$ cat config.mk
export PLATFORM = sky130hd
export DESIGN_NAME = button_event_decoder
export DESIGN_NICKNAME = d
export VERILOG_FILES = /design/src/rtl/alarm_pkg.sv /design/src/rtl/btn_event_channel.sv /design/src/rtl/button_event_decoder.sv
export SDC_FILE = /design/constraint.sdc
export NUM_CORES = 1
export LEC_CHECK = 0
export ABC_AREA = 1
export BUFFER_PORTS_ARGS = -buffer_cell sky130_fd_sc_hd__buf_2
export CAP_MARGIN = 15
export CELL_PAD_IN_SITES_DETAIL_PLACEMENT = 0
export CELL_PAD_IN_SITES_GLOBAL_PLACEMENT = 1
export CORE_ASPECT_RATIO = 0.9
export CORE_MARGIN = 4
export CORE_UTILIZATION = 44
export CTS_BUF_LIST = sky130_fd_sc_hd__clkbuf_16
export DETAILED_ROUTE_END_ITERATION = 8
export GPL_TIMING_DRIVEN = 0
export PLACE_DENSITY_LB_ADDON = 0.1
export SYNTH_ARGS = -nofsm -noshare
export SYNTH_HDL_FRONTEND = slang
export SYNTH_SLANG_ARGS = --single-unit
$ cat constraint.sdc
create_clock -name clk -period 1.4 [get_ports clk]
set_clock_uncertainty 0.15 [all_clocks]
set_input_delay 0.07 -clock clk [delete_from_list [all_inputs] [get_ports clk]]
set_output_delay 0.07 -clock clk [all_outputs]
set_load 0.01 [all_outputs]
$ cat src/rtl/alarm_pkg.sv
// Shared definitions for the alarm-clock front end: channel state encoding
// and default hold timing for the button event decoder.
package alarm_pkg;

    typedef enum logic [1:0] {
        ST_DISARMED = 2'd0,
        ST_IDLE     = 2'd1,
        ST_SHORT    = 2'd2,
        ST_LONG     = 2'd3
    } chan_state_e;

    localparam int LONG_TICKS_DEF   = 100;
    localparam int REPEAT_TICKS_DEF = 20;

endpackage

$ cat src/rtl/btn_event_channel.sv
// One button channel: turns a debounced level into press/click/long/repeat/
// release pulses using a four-state FSM and a hold counter.
module btn_event_channel
    import alarm_pkg::*;
#(
    parameter int LONG_TICKS   = LONG_TICKS_DEF,
    parameter int REPEAT_TICKS = REPEAT_TICKS_DEF,
    parameter int CNT_W        = 8
) (
    input  logic clk,
    input  logic rst_n,
    input  logic btn,
    output logic press_pulse,
    output logic click_pulse,
    output logic long_pulse,
    output logic repeat_pulse,
    output logic release_pulse,
    output logic held
);

    // Compare against "last count" so the event fires on the edge that
    // would make the counter reach the tick target.
    localparam logic [CNT_W-1:0] LONG_LAST   = CNT_W'(LONG_TICKS - 1);
    localparam logic [CNT_W-1:0] REPEAT_LAST = CNT_W'(REPEAT_TICKS - 1);
    localparam logic [CNT_W-1:0] CNT_ONE     = CNT_W'(1);
    localparam logic [CNT_W-1:0] CNT_ZERO    = CNT_W'(0);

    chan_state_e      state_r;
    logic [CNT_W-1:0] cnt_r;
    logic             press_r;
    logic             click_r;
    logic             long_r;
    logic             repeat_r;
    logic             release_r;
    logic             held_r;

    // Channel FSM, hold counter and registered event pulses.
    always_ff @(posedge clk or negedge rst_n) begin
        if (!rst_n) begin
            state_r   <= ST_DISARMED;
            cnt_r     <= CNT_ZERO;
            press_r   <= 1'b0;
            click_r   <= 1'b0;
            long_r    <= 1'b0;
            repeat_r  <= 1'b0;
            release_r <= 1'b0;
            held_r    <= 1'b0;
        end else begin
            press_r   <= 1'b0;
            click_r   <= 1'b0;
            long_r    <= 1'b0;
            repeat_r  <= 1'b0;
            release_r <= 1'b0;
            case (state_r)
                ST_DISARMED: begin
                    // A level held through reset must be released before it counts.
                    if (!btn) begin
                        state_r <= ST_IDLE;
                    end else begin
                        state_r <= ST_DISARMED;
                    end
                    cnt_r  <= CNT_ZERO;
                    held_r <= 1'b0;
                end
                ST_IDLE: begin
                    if (btn) begin
                        state_r <= ST_SHORT;
                        cnt_r   <= CNT_ONE;
                        press_r <= 1'b1;
                        held_r  <= 1'b1;
                    end else begin
                        cnt_r  <= CNT_ZERO;
                        held_r <= 1'b0;
                    end
                end
                ST_SHORT: begin
                    if (!btn) begin
                        state_r   <= ST_IDLE;
                        cnt_r     <= CNT_ZERO;
                        click_r   <= 1'b1;
                        release_r <= 1'b1;
                        held_r    <= 1'b0;
                    end else if (cnt_r == LONG_LAST) begin
                        state_r <= ST_LONG;
                        cnt_r   <= CNT_ZERO;
                        long_r  <= 1'b1;
                    end else begin
                        cnt_r <= cnt_r + CNT_ONE;
                    end
                end
                ST_LONG: begin
                    // Release wins over a repeat falling due on the same edge.
                    if (!btn) begin
                        state_r   <= ST_IDLE;
                        cnt_r     <= CNT_ZERO;
                        release_r <= 1'b1;
                        held_r    <= 1'b0;
                    end else if (cnt_r == REPEAT_LAST) begin
                        cnt_r    <= CNT_ZERO;
                        repeat_r <= 1'b1;
                    end else begin
                        cnt_r <= cnt_r + CNT_ONE;
                    end
                end
                default: begin
                    state_r <= ST_DISARMED;
                    cnt_r   <= CNT_ZERO;
                    held_r  <= 1'b0;
                end
            endcase
        end
    end

    assign press_pulse   = press_r;
    assign click_pulse   = click_r;
    assign long_pulse    = long_r;
    assign repeat_pulse  = repeat_r;
    assign release_pulse = release_r;
    assign held          = held_r;

endmodule

$ cat src/rtl/button_event_decoder.sv
// Converts N debounced button levels into one-cycle event pulses; one
// independent channel per button, the top level only wires bits.
module button_event_decoder
    import alarm_pkg::*;
#(
    parameter int N_BTN        = 5,
    parameter int LONG_TICKS   = LONG_TICKS_DEF,
    parameter int REPEAT_TICKS = REPEAT_TICKS_DEF,
    parameter int CNT_W        = 8
) (
    input  logic             clk,
    input  logic             rst_n,
    input  logic [N_BTN-1:0] btn_in,
    output logic [N_BTN-1:0] press_pulse,
    output logic [N_BTN-1:0] click_pulse,
    output logic [N_BTN-1:0] long_pulse,
    output logic [N_BTN-1:0] repeat_pulse,
    output logic [N_BTN-1:0] release_pulse,
    output logic [N_BTN-1:0] held
);

    for (genvar i = 0; i < N_BTN; i++) begin : g_chan
        btn_event_channel #(
            .LONG_TICKS   (LONG_TICKS),
            .REPEAT_TICKS (REPEAT_TICKS),
            .CNT_W        (CNT_W)
        ) u_chan (
            .clk           (clk),
            .rst_n         (rst_n),
            .btn           (btn_in[i]),
            .press_pulse   (press_pulse[i]),
            .click_pulse   (click_pulse[i]),
            .long_pulse    (long_pulse[i]),
            .repeat_pulse  (repeat_pulse[i]),
            .release_pulse (release_pulse[i]),
            .held          (held[i])
        );
    end

endmodule

Yosys cells after proc, flatten, opt, wreduce, memory -nomap -nowiden
Cells that the tools add are included.

Bits in registers: 80. Input port bits: 7.

Add/sub/neg operators: 5. Eq/ne operators: 45. Mux-type cells: 125. Reductions and logical operators: 15.

Operator list (count): $mux W8 (20); $pmux W8 S4 (5); $mux W1 (70); $add A8 B1 Y8 const B (5); $eq A8 B5 Y1 const B (5); $eq A8 B7 Y1 const B (5); $mux W2 (20); $pmux W2 S4 (5); $ne A2 B2 Y1 const B (15); $eq A2 B2 Y1 const B (10); $ne A3 B2 Y1 const B (5); $pmux W1 S3 (5); $reduce_and A3 Y1 (5); $eq A2 B1 Y1 const B (5); $logic_not A2 Y1 (5); $reduce_or A2 Y1 (5).

Depth between registers and ports, before layout
Gate-level depths: netlist of the first run.

Word-level depth: 4. Mapped depth: 8. Mapped depth without buffers: 8.

By module
From an unflattened synthesis of the first run, not the netlist that was laid out.

Cell total of the unflattened synthesis: 432. Area total of the unflattened synthesis: 3769.9 µm².

By module, submodules not included: btn_event_channel at g_chan[0].u_chan ... (instances 3, cells an instance 86, area an instance 774.5 µm²); btn_event_channel at g_chan[3].u_chan ... (instances 2, cells an instance 87, area an instance 723.2 µm²).

Least setup slack after synthesis of the first run
OpenSTA, ideal clock, no wires.

Path type: reg2reg. Start point: register g_chan[4].u_chan.cnt_r[0]. End point: register g_chan[4].u_chan.cnt_r[2]. Setup time: 120 ps. Arrival: 1052 ps. Data required time: 1130 ps. Setup slack: 78 ps. Stages on the path, launching flop included: 9. Buffers on the path: 0. Clock period less this slack: 1322 ps. Path through: dfrtp_1 -> ha_1 -> nand2_1 -> nor2_1 -> nand2_1 -> nand2_1 -> nand2_2 -> inv_2 -> nor2_1.

Cells in the longest elaborated chain, start to end: 4.

RTL lines: from (decl) (RTL line btn_event_channel.sv:29) `logic [CNT_W-1:0] cnt_r;`; from (signal assigned) (RTL line btn_event_channel.sv:88) `cnt_r <= cnt_r + CNT_ONE;`; from (signal assigned) (RTL line btn_event_channel.sv:102) `cnt_r <= cnt_r + CNT_ONE;`; $add A8 B1 Y8 (tied with other cells) (RTL line btn_event_channel.sv:88, btn_event_channel.sv:102); $mux W8 (on tied branches) (RTL line btn_event_channel.sv:98, btn_event_channel.sv:83); $mux W8 (on tied branches) (RTL line btn_event_channel.sv:93, btn_event_channel.sv:77); $pmux W8 S4 * (RTL line btn_event_channel.sv:54) `case (state_r)`.

Mark *: on every way between the ends. The rest lies on a longest branch, timed or not. A chain may end at the register's enable or synchronous reset.

Worst setup path in the final report of the first run
Start point: register g_chan[0].u_chan.cnt_r[1]. End point: register g_chan[0].u_chan.cnt_r[4].

Cells in the longest elaborated chain, start to end: 4.

RTL lines (RTL line): from (decl) (btn_event_channel.sv:29); from (signal assigned) (btn_event_channel.sv:88); from (signal assigned) (btn_event_channel.sv:102); $add A8 B1 Y8 (tied with other cells) (btn_event_channel.sv:88, btn_event_channel.sv:102); $mux W8 (on tied branches) (btn_event_channel.sv:98, btn_event_channel.sv:83); $mux W8 (on tied branches) (btn_event_channel.sv:93, btn_event_channel.sv:77); $pmux W8 S4 * (btn_event_channel.sv:54).

Marked as above.

==> impl_results.md, run 1 <==
- Final GP Congestion: 0.7893
- Clk slew on worst S/H paths: 0.06 ns
- Synthesized area: 3841 um^2
- Reg power frac: 47.1%
- Fin cells: 666
- CP endpoint kind: flip-flop
- Final Cell Area: 5021 um^2
- H-tree Lvls: 3
- Final hold violations: 0
- Die height: 96.64 um
- CTS buffer count: 9
- Fmax: 718.6 MHz
- Fin util: 58.88%
- CP max FO: 7
- First-pass GRT wire length: 12680 um
- Vias in the first global route: 2821
- Final ANT Viol Nets: 0
- Grt ovf: 0
- Layout cells sized above 1: 32.91%
- Final wirelength: 7493 um
- Type of origin of the critical path: flip-flop
- Yosys cell types: 20
- LEAKAGE: 0.002505 uW
- TritonCTS clock tree: yes
- Starting Density: 45.04%
- CTS root buf: clkbuf_16
- Worst slew margin relative to its limit: 68.62%
- Final HPWL DP: 4908 um
- Pins Over Slew Limit: 0
- Flop-to-flop setup slack: 0.008 ns
- Synthesis Warnings: 0
- Hold WS: 0.08854 ns
- Post-synthesis register bit count: 80
- Port Buffer Count: 36
- Largest net degree at the start of global routing: 46
- Switching power: 1258 uW
- WS Path Type: flip-flop to flip-flop
- Arrival time at the worst endpoint: 1.46 ns
- Pwr dens: 1047 nW/um^2
- Drt wl/cell: 11.25 um
- Drc violations: 0
- Status: completed
- Fin crit share: 99.40%
- DR vias/cell: 4.527
- Max Cap Viol: 0
- Post-route minimum period: 1.392 ns
- Commonest non-fill, non-tap cell in the layout: nand2_1
- Sink Count: 80
- Register area share after synthesis: 52.12%
- Fin nets: 558
- Filler instances: 788
- N_diodes: 0
- Cells after DPL: 622
- First-pass DRT Iterations: 5
- Peak VDD IR: 0.6841 mV
- Total GRT Usage: 15.10%
- Post-placement cell area: 4200 um^2
- Hold crit path type: input pin to async pin
- Initial antenna violation count: 0
- Worst-Skew Late Latency: 0.33 ns
- IO Pins: 37
- Initial DRC count: 76
- Syn Nets: 480
- Longest Clk Path Bufs: 2
- Post-Syn Area per Cell: 8.243 um^2
- Die X: 106.5 um
- RSZ-0062 raised after global routing: true
- Final setup vio count: 0
- Area Growth Syn to Fin: 30.72%
- Die ar.: 10290 um^2
- Switching share of power: 23.93%
- Synth Instances: 466
- Commonest cells after routing, fill and taps aside: nand2_1 (88), dfrtp_1 (78), inv_1 (64)
- Comb pwr share: 10.7%
- Num rows: 32
- Worst slew pin tran: 0.4707 ns
- CP required: 1.46 ns
- Internal: 3999 uW
- Area of the core: 8528 um^2
- Vias: 3015
- Clock power frac: 42.2%
## worst paths after layout
| check | cells past startpoint | from | to |
|---|---|---|---|
| worst max-delay path | 6 | g_chan[0].u_chan.cnt_r[1] | g_chan[0].u_chan.cnt_r[4] |
| worst min-delay path | 2 | rst_n | g_chan[4].u_chan.cnt_r[6] |
| worst max register to register | 6 | g_chan[0].u_chan.cnt_r[1] | g_chan[0].u_chan.cnt_r[4] |
| worst min register to register | 1 | g_chan[4].u_chan.held | g_chan[4].u_chan.held |
| max in group asynchronous | 3 | rst_n | g_chan[1].u_chan.cnt_r[2] |
| min in group clk | 3 | btn_in[0] | g_chan[0].u_chan.click_pulse |
## sequential cells by signal (all words and copies together), names as in the netlist
register	count
g_chan.u_chan.state_r	10
g_chan.u_chan.long_pulse	5
g_chan.u_chan.cnt_r	40
g_chan.u_chan.press_pulse	5
g_chan.u_chan.held	5
g_chan.u_chan.repeat_pulse	5
g_chan.u_chan.click_pulse	5
g_chan.u_chan.release_pulse	5
## critical path: stages, from the launching register on
cell,delay (ns)
dfrtp_1,0.37
ha_2,0.21
nand2_2,0.08
nor2_4,0.13
nand3_2,0.12
nand2_4,0.15
a21oi_2,0.07
## logic make-up (layout without fill, tap and decap cells)
kind of cell | after synthesis | after routing | share of synthesized area [%]
xor+xnor | 14 | 14 | 3.192
flops | 80 | 80 | 52.12
fa+ha+maj | 7 | 7 | 2.280
simple gates | 234 | 234 | 25.44
compound gates | 31 | 31 | 4.267
buf+inv | 100 | 181 | 12.70
## power groups by stage
stage                     Sequential (uW)  Combinational (uW)  Clock [uW]
final                                2480                 561        2220
after detailed placement             2520                 431           0
after global placement               2510                 417           0
after floorplan                      2500                 271           0
after global routing                 2490                 635        2370
after CTS                            2470                 506        2300
## cell type report
cell class,instances,area [um^2],share of cell area (%)
Sequential cell,80,2004,39.92
Clock inverter,5,51.30,1.022
Inverter,70,272.8,5.432
Multi-Input combinational cell,286,1628,32.42
Clock buffer,9,225.2,4.485
Tap cell,119,148.9,2.965
Buffer,30,225.2,4.485
Timing Repair Buffer,67,465.4,9.270
## through the flow
| step | setup TNS (ns) | total power [uW] | setup slack, ns |
|---|---|---|---|
| 6_report | 0 | 5257 | 0.008337 |
| 5_1_grt | -1.565 | 5492 | -0.06771 |
| 4_1_cts | -0.08889 | 5271 | -0.02104 |
| 3_5_place_dp | -2.703 | 2948 | -0.1078 |
| 3_3_place_gp | -45.46 | 2932 | -0.5470 |
| 2_1_floorplan | 0 | 2772 | 0.07828 |
## cells in the mapped netlist (all sizes together)
cell type | instances | area [um^2]
nand2 | 115 | 456.7
dfrtp | 80 | 2002
nor2 | 73 | 281.5
inv | 70 | 262.8
buf | 30 | 225.2
nand3 | 23 | 115.1
a21oi | 22 | 110.1
nor3 | 16 | 80.08
xor2 | 8 | 70.07
ha | 7 | 87.58
nand4 | 6 | 37.54
xnor2 | 6 | 52.55
o21ai | 4 | 20.02
a31oi | 3 | 18.77
nor4 | 1 | 6.260
o21a | 1 | 7.510
o21bai | 1 | 7.510
## layer usage
metal	up-vias	part of all wire (%)	global-route usage, %	wire (um)
met5	-	0	0	0
met4	0	1.1	4.130	86
met3	7	3.6	4.270	268
met2	46	50	25.04	3756
met1	1403	45	19.43	3382
li1	1559	-	-	-
## what timing repair did
item / 4_1_cts / 5_1_grt
gates resized for setup: 22 / 61
pin swaps: 8 / 28
hold buffers: 6 / 0
buffers inserted: 12 / 12
endpoints found under the setup margin: 36 / 41
hold endpoints to repair: 116 / 0
Power figures use the tool's default switching activity.
==> inputs of run 2 (changes only) <==
--- a/config.mk
+++ b/config.mk
@@ -10,13 +10,14 @@
 export CAP_MARGIN = 15
 export CELL_PAD_IN_SITES_DETAIL_PLACEMENT = 0
 export CELL_PAD_IN_SITES_GLOBAL_PLACEMENT = 1
-export CORE_ASPECT_RATIO = 0.9
+export CORE_ASPECT_RATIO = 1.1
 export CORE_MARGIN = 4
 export CORE_UTILIZATION = 44
 export CTS_BUF_LIST = sky130_fd_sc_hd__clkbuf_16
 export DETAILED_ROUTE_END_ITERATION = 8
 export GPL_TIMING_DRIVEN = 0
 export PLACE_DENSITY_LB_ADDON = 0.1
+export REMOVE_ABC_BUFFERS = 1
 export SYNTH_ARGS = -nofsm -noshare
 export SYNTH_HDL_FRONTEND = slang
 export SYNTH_SLANG_ARGS = --single-unit
==> run 2 against run 1 <==
Compared with the run above: critical path depth stayed put; sequential share of layout area is 1.5 points higher; core utilization is 1.5 points lower; register-to-register slack hardly changed; power is 0.93% lower; global-route usage is 1.1 points lower; combinational power is 11% lower; clock power hardly changed; sequential cell count stayed put; design area is 3.4% lower; via count is 3.0% lower; final cell count is 5.7% lower.
==> impl_results.md, run 2 (synthesis gave the netlist of run 1 again) <==
- Fin cells: 628 (-5.7%)
- Initial antenna violation count: 0 (unchanged)
- Clk slew on worst S/H paths: 0.06 ns (about the same)
- Commonest non-fill, non-tap cell in the layout: nand2_1
- CP top delay family: flip-flops
- Port Buffer Count: 36 (unchanged)
- Max reg flops: 40 (unchanged)
- Final HPWL DP: 4681 um (-4.6%)
- First-pass DRT Iterations: 4 (-1)
- Drc violations: 0 (unchanged)
- Total GRT Usage: 14.03% (-1.1 points)
- Worst-Skew Late Latency: 0.33 ns (about the same)
- Final GP Congestion: 0.7646 (-3.1%)
- Fin crit share: 99.74% (+0.34 points)
- Fmax: 716.1 MHz (-0.34%)
- Pins Over Slew Limit: 0 (unchanged)
- Final hold violations: 0 (unchanged)
- CTS buffer count: 9 (unchanged)
- Largest regs: g_chan.u_chan.cnt_r x40, g_chan.u_chan.state_r x10
- Worst slew pin tran: 0.3898 ns (-0.08089 ns)
- N_diodes: 0 (unchanged)
- Starting Density: 45.45% (+0.41 points)
- Vias: 2924 (-3.0%)
- First-pass GRT wire length: 12040 um (-5.0%)
- Setup TNS: 0 ns (unchanged)
- RSZ-0062 raised after global routing: true
- Fin nets: 527 (-5.6%)
- Filler instances: 732 (-7.1%)
- Arrival time at the worst endpoint: 1.45 ns (about the same)
- Fin util: 57.39% (-1.5 points)
- Die height: 106.0 um (+9.7%)
- Layout cells sized above 1: 30.56% (-2.3 points)
- DR vias/cell: 4.656 (+2.9%)
- LEAKAGE: 0.002337 uW (-6.7%)
- Hold crit path type: input pin to async pin
- Vias in the first global route: 2770 (-1.8%)
- Area Growth Syn to Fin: 26.29%
- Area of the core: 8452 um^2 (-0.89%)
- Final wirelength: 7074 um (-5.6%)
- Longest Clk Path Bufs: 2 (unchanged)
- Crit-path most repeated cell: nand2_4
- Sink Count: 80 (unchanged)
- Crit-path slowest cell: dfrtp_2
- Commonest cells after routing, fill and taps aside: nand2_1 (87), dfrtp_1 (74), inv_1 (63)
- CP max FO: 7 (unchanged)
- Initial DRC count: 101 (+33%)
- CP endpoint kind: flip-flop
- CTS root buf: clkbuf_16
- IO Pins: 37 (unchanged)
- TritonCTS clock tree: yes
- Max Cap Viol: 0 (unchanged)
- Cells after DPL: 584 (-6.1%)
- WS Path Type: flip-flop to flip-flop
- Slowest stage delay, CP: 0.47 ns (+0.10 ns)
- Drt wl/cell: 11.26 um (+0.12%)
- Die X: 97.09 um (-8.8%)
- Final setup vio count: 0 (unchanged)
- Status: completed
- Peak VDD IR: 0.8278 mV (+21%)
- Buf+Inv Stages, Crit Path: 1 (+1)
- Worst-path cell chain: inv_1 -> nand2_4 -> nor2_4 -> nand3_2 -> nand2_4 -> a21oi_1
- Type of origin of the critical path: flip-flop
- CP required: 1.46 ns (about the same)
- Largest net degree at the start of global routing: 53 (+15%)
- Post-route minimum period: 1.396 ns (+0.004754 ns)
- Worst slew margin relative to its limit: 74.01% (+5.4 points)
- Final ANT Viol Nets: 0 (unchanged)
- Pwr dens: 1074 nW/um^2 (+2.6%)
- Largest register by flop count: g_chan.u_chan.cnt_r
- Num rows: 35 (+9.4%)
- Grt ovf: 0 (unchanged)
- Die ar.: 10290 um^2 (about the same)
- H-tree Lvls: 3 (unchanged)
run 2: cell count changes in the layout (fill, tap and decap cells not counted), moves of 2 or more:
cell,delta
buf_4,-32
dfrtp_1,-4
dfrtp_2,+4
nor2_1,-4
a21oi_1,+3
a21oi_2,-3
nor2_2,+3
clkinv_4,+2
ha_2,-2
ha_4,+2
nand3_2,-2
nand3_4,+2
run 2: worst register-to-register path, cell delays in order, from the launching register on:
cell,delay (ns)
dfrtp_2,0.47
inv_1,0.13
nand2_4,0.06
nor2_4,0.13
nand3_2,0.12
nand2_4,0.14
a21oi_1,0.08
run 2: worst paths after layout:
kind                                      startpoint                            to  slack [ns]  cells past startpoint
max                        g_chan[1].u_chan.cnt_r[2]     g_chan[1].u_chan.cnt_r[3]       0.004                      6
min                                            rst_n     g_chan[4].u_chan.cnt_r[5]        0.07                      2
max reg2reg                g_chan[1].u_chan.cnt_r[2]     g_chan[1].u_chan.cnt_r[3]       0.004                      6
min reg2reg                    g_chan[4].u_chan.held         g_chan[4].u_chan.held        0.33                      1
max in group asynchronous                      rst_n     g_chan[1].u_chan.cnt_r[4]        0.44                      3
min in group clk                           btn_in[0]  g_chan[0].u_chan.click_pulse        0.31                      3
run 2: stage by stage:
| step | instance area [um^2] | hold slack [ns] | power, uW | setup WS [ns] |
|---|---|---|---|---|
| floorplan | 3616 | -0.3756 | 2717 | 0.07828 |
| global placement | 3935 | 0.1264 | 2879 | -0.5094 |
| detailed placement | 3965 | -0.1240 | 2889 | -0.07437 |
| CTS | 4424 | 0.07365 | 5204 | -0.009051 |
| global route | 4851 | 0.1122 | 5476 | -0.09706 |
| finish | 4851 | 0.06817 | 5209 | 0.003583 |
run 2: timing repair:
action / CTS / global route
resized for setup: 11 / 87
hold buffers: 6 / 0
endpoints found under the setup margin: 35 / 40
hold endpoints to repair: 115 / 0
pin swaps: 4 / 39
buffers inserted: 11 / 12
run 2: final cells by class:
class	count	area (um^2)	area share [%]
inverter	70	275.3	5.674
sequential	80	2009	41.42
multi-input combinational	286	1679	34.61
tap	111	138.9	2.863
clock inverter	6	61.31	1.264
timing repair buffer	66	461.7	9.518
clock buffer	9	225.2	4.643
run 2: routing by layer:
metal	track usage (%)	vias up	wire length, um
li1	-	1507	-
met1	18.05	1362	3219
met2	23.22	47	3512
met3	3.150	8	252
met4	5.216	0	90
met5	0	-	0
run 2: report_power, final:
group	leakage, uW	total (uW)	internal [uW]	switching (uW)
clock network	0.000141	2230	1360	871
registers	0.00107	2480	2410	69.4
logic	0.00113	499	192	306
==> inputs of run 3 (changes only) <==
--- a/config.mk
+++ b/config.mk
@@ -12,7 +12,7 @@
 export CELL_PAD_IN_SITES_GLOBAL_PLACEMENT = 1
 export CORE_ASPECT_RATIO = 1.1
 export CORE_MARGIN = 4
-export CORE_UTILIZATION = 44
+export CORE_UTILIZATION = 45
 export CTS_BUF_LIST = sky130_fd_sc_hd__clkbuf_16
 export DETAILED_ROUTE_END_ITERATION = 8
 export GPL_TIMING_DRIVEN = 0
@@ -20,4 +20,5 @@
 export REMOVE_ABC_BUFFERS = 1
 export SYNTH_ARGS = -nofsm -noshare
 export SYNTH_HDL_FRONTEND = slang
+export SYNTH_HIERARCHICAL = 1
 export SYNTH_SLANG_ARGS = --single-unit
==> run 3 against run 2 <==
Compared with the run above: sequential power about the same; clock-buffer cell count unchanged; wire length decreased by 0.33%; core utilization increased by 1.4 points; via count decreased by 2.4%; hold slack improved by 0.045 ns; synthesized cell count decreased by 7.3%; first-iteration DRC count increased by 21%; area after synthesis decreased by 1.9%; maximum frequency increased by 1.3%; sequential cell count unchanged; design area decreased by 2.6%; largest cell class unchanged; highest routed layer unchanged.
==> impl_results.md, run 3 <==
- Fin cells: 607 (-3.3%)
- Die height: 104.0 um (-1.9%)
- Arrival time at the worst endpoint: 1.45 ns (about the same)
- Total GRT Usage: 16.02% (+2.0 points)
- Final HPWL DP: 4947 um (+5.7%)
- Largest net degree at the start of global routing: 42 (-21%)
- Layout cells sized above 1: 32.06% (+1.5 points)
- Place WS: -0.08695 ns (-0.01258 ns)
- Commonest cells after routing, fill and taps aside: nand2_1 (93), dfrtp_1 (77), inv_1 (51)
- First-pass DRT Iterations: 4 (unchanged)
- TritonCTS clock tree: yes
- Max Cap Viol: 0 (unchanged)
- Post-synthesis register bit count: 80 (unchanged)
- CP endpoint kind: flip-flop
- Commonest non-fill, non-tap cell in the layout: nand2_1
- Fin nets: 509 (-3.4%)
- Type of origin of the critical path: flip-flop
- Fin util: 58.78% (+1.4 points)
- Sink Count: 80 (unchanged)
- Top cells by count, synth: nand2_1 (106), dfrtp_1 (80), inv_1 (49)
- Port Buffer Count: 36 (unchanged)
- Asr flop ratio synth: 100.0% (unchanged)
- Pwr dens: 1071 nW/um^2 (-0.25%)
- WS Path Type: flip-flop to flip-flop
- Synth Instances: 432 (-7.3%)
- Setup TNS: 0 ns (unchanged)
- Area leader, netlist: dfrtp_1
- Most used DFF post-synth: dfrtp_1
- Final GP Congestion: 0.7986 (+4.4%)
- Final setup vio count: 0 (unchanged)
- IO Pins: 37 (unchanged)
- Status: completed
- Num rows: 34 (-2.9%)
- Buf+Inv Stages, Crit Path: 1 (unchanged)
- Synthesis Warnings: 6 (+6)
- CP required: 1.47 ns (about the same)
- Hold WS: 0.1128 ns (+0.04464 ns)
- Largest register by flop count: g_chan.u_chan/cnt_r
- Max reg flops: 40 (unchanged)
- Post-Syn Area per Cell: 8.727 um^2 (+5.9%)
- Synth top area share: 53.10% (+0.99 points)
- Final wirelength: 7051 um (-0.33%)
- RSZ-0062 raised after global routing: true
- Yosys cell types: 25 (+25%)
- Cells after DPL: 577 (-1.2%)
- Drc violations: 0 (unchanged)
- CTS buffer count: 9 (unchanged)
- Hold crit path type: input pin to async pin
- Peak VDD IR: 0.6239 mV (-25%)
- Area Growth Syn to Fin: 25.36%
- First-pass GRT wire length: 12720 um (+5.6%)
- Starting Density: 46.89% (+1.4 points)
- CP max FO: 6 (-1)
- DR vias/cell: 4.700 (+0.95%)
- Fmax: 725.6 MHz (+1.3%)
- Register area share after synthesis: 53.10% (+0.99 points)
- Crit-path slowest cell: dfrtp_1
- Post-route minimum period: 1.378 ns (-0.01816 ns)
- N_diodes: 0 (unchanged)
- Clk slew on worst S/H paths: 0.06 ns (about the same)
- H-tree Lvls: 3 (unchanged)
- Longest Clk Path Bufs: 2 (unchanged)
- Largest regs: g_chan.u_chan/cnt_r x40, g_chan.u_chan/state_r x10
- Worst slew pin tran: 0.5153 ns (+0.1255 ns)
- Area of the core: 8040 um^2 (-4.9%)
- Worst slew margin relative to its limit: 65.65% (-8.4 points)
- Initial DRC count: 122 (+21%)
- Die ar.: 9908 um^2 (-3.7%)
- Final ANT Viol Nets: 0 (unchanged)
- Vias: 2853 (-2.4%)
- Final setup margin: 0.02175 ns (+0.01816 ns)
- Die X: 95.27 um (-1.9%)
- Final hold violations: 0 (unchanged)
- Post-synth EDFFs: 0 (unchanged)
- LEAKAGE: 0.002276 uW (-2.6%)
- Slowest stage delay, CP: 0.40 ns (-0.07 ns)
- Fin crit share: 98.45% (-1.3 points)
- Grt ovf: 0 (unchanged)
- Largest cells by area after synthesis: dfrtp_1 (53%), nand2_1 (11%), nor2_2 (5.0%), inv_1 (4.9%), nor2_1 (3.5%)
- Worst-Skew Late Latency: 0.32 ns (about the same)
- Most numerous cell in the Yosys netlist: nand2_1
- Drt wl/cell: 11.62 um (+3.1%)
- CP top delay family: simple AND/OR/NAND/NOR gates
- Synthesized area: 3770 um^2 (-1.9%)
- CTS root buf: clkbuf_16
- Pins Over Slew Limit: 0 (unchanged)
- Vias in the first global route: 2899 (+4.7%)
- Initial antenna violation count: 0 (unchanged)
- Worst-path cell chain: ha_4 -> nand2_4 -> nor2_4 -> nand2_2 -> nand2_2 -> nand2_4 -> inv_8 -> nor2_2
-- run 3: cell types whose count changed in the layout (fill, tap and decap cells not counted), sizes merged, moves of 2 or more --
cell	delta
buf	-12
clkinv	-4
xor2	-3
a21boi	+2
nor2	-5
inv	-5
nand2	+11
ha	-2
a31oi	-3
o21a	+2
nand4	-3
o21ai	+5
-- run 3: cell type report --
cell class              count  area [um^2]
clock buffers               9        225.2
clock inverters             4        41.29
fillers                   745         3314
inverters                  62        255.2
multi-input cells         290         1707
flip-flops and latches     80         2006
well taps                 108        135.1
repair buffers             54        356.6
-- run 3: final timing paths --
kind / startpoint / end / cells past startpoint / slack [ns]
max reg2reg: g_chan[2].u_chan/cnt_r[1] / g_chan[2].u_chan/cnt_r[4] / 8 / 0.02
max: g_chan[2].u_chan/cnt_r[1] / g_chan[2].u_chan/cnt_r[4] / 8 / 0.02
min in group clk: g_chan[1].u_chan/held / g_chan[1].u_chan/held / 1 / 0.33
min: rst_n / g_chan[4].u_chan/cnt_r[4] / 2 / 0.11
max in group asynchronous: rst_n / g_chan[2].u_chan/cnt_r[3] / 3 / 0.39
min reg2reg: g_chan[1].u_chan/held / g_chan[1].u_chan/held / 1 / 0.33
-- run 3: timing repair --
action / CTS / global route
cloned: 0 / 0
pin swaps: 4 / 31
setup buffers: 4 / 7
gates resized for setup: 11 / 42
hold buffers: 6 / 0
endpoints found under the hold margin: 98 / 0
setup endpoints to repair: 35 / 38
-- run 3: cell families after synthesis --
family                     Yosys count  share of synthesized area [%]
AOI/OAI and AO/OA                   39                          5.941
xor gates and xnor gates            11                          2.556
adders and majority gates            5                          1.659
buffers and inverters               62                          6.572
DFF                                 80                          53.10
and+or+nand+nor                    235                          30.17
-- run 3: per-stage QoR --
step,total power [uW],cell area (um^2)
after floorplan,2729,3770
after global placement,2881,4085
after detailed placement,2890,4108
after CTS,5098,4513
after global routing,5322,4726
final,5062,4726
-- run 3: power by group --
group	internal, uW	switching, uW
Combinational	168	289
Sequential	2400	61.4
Clock	1330	816
-- run 3: per-layer routing --
metal	wire length [um]	vias up	global-route usage, %
met5	0	-	0
met4	87	0	5.464
met3	341	9	4.848
met2	3329	50	24.96
met1	3292	1319	21.03
li1	-	1475	-
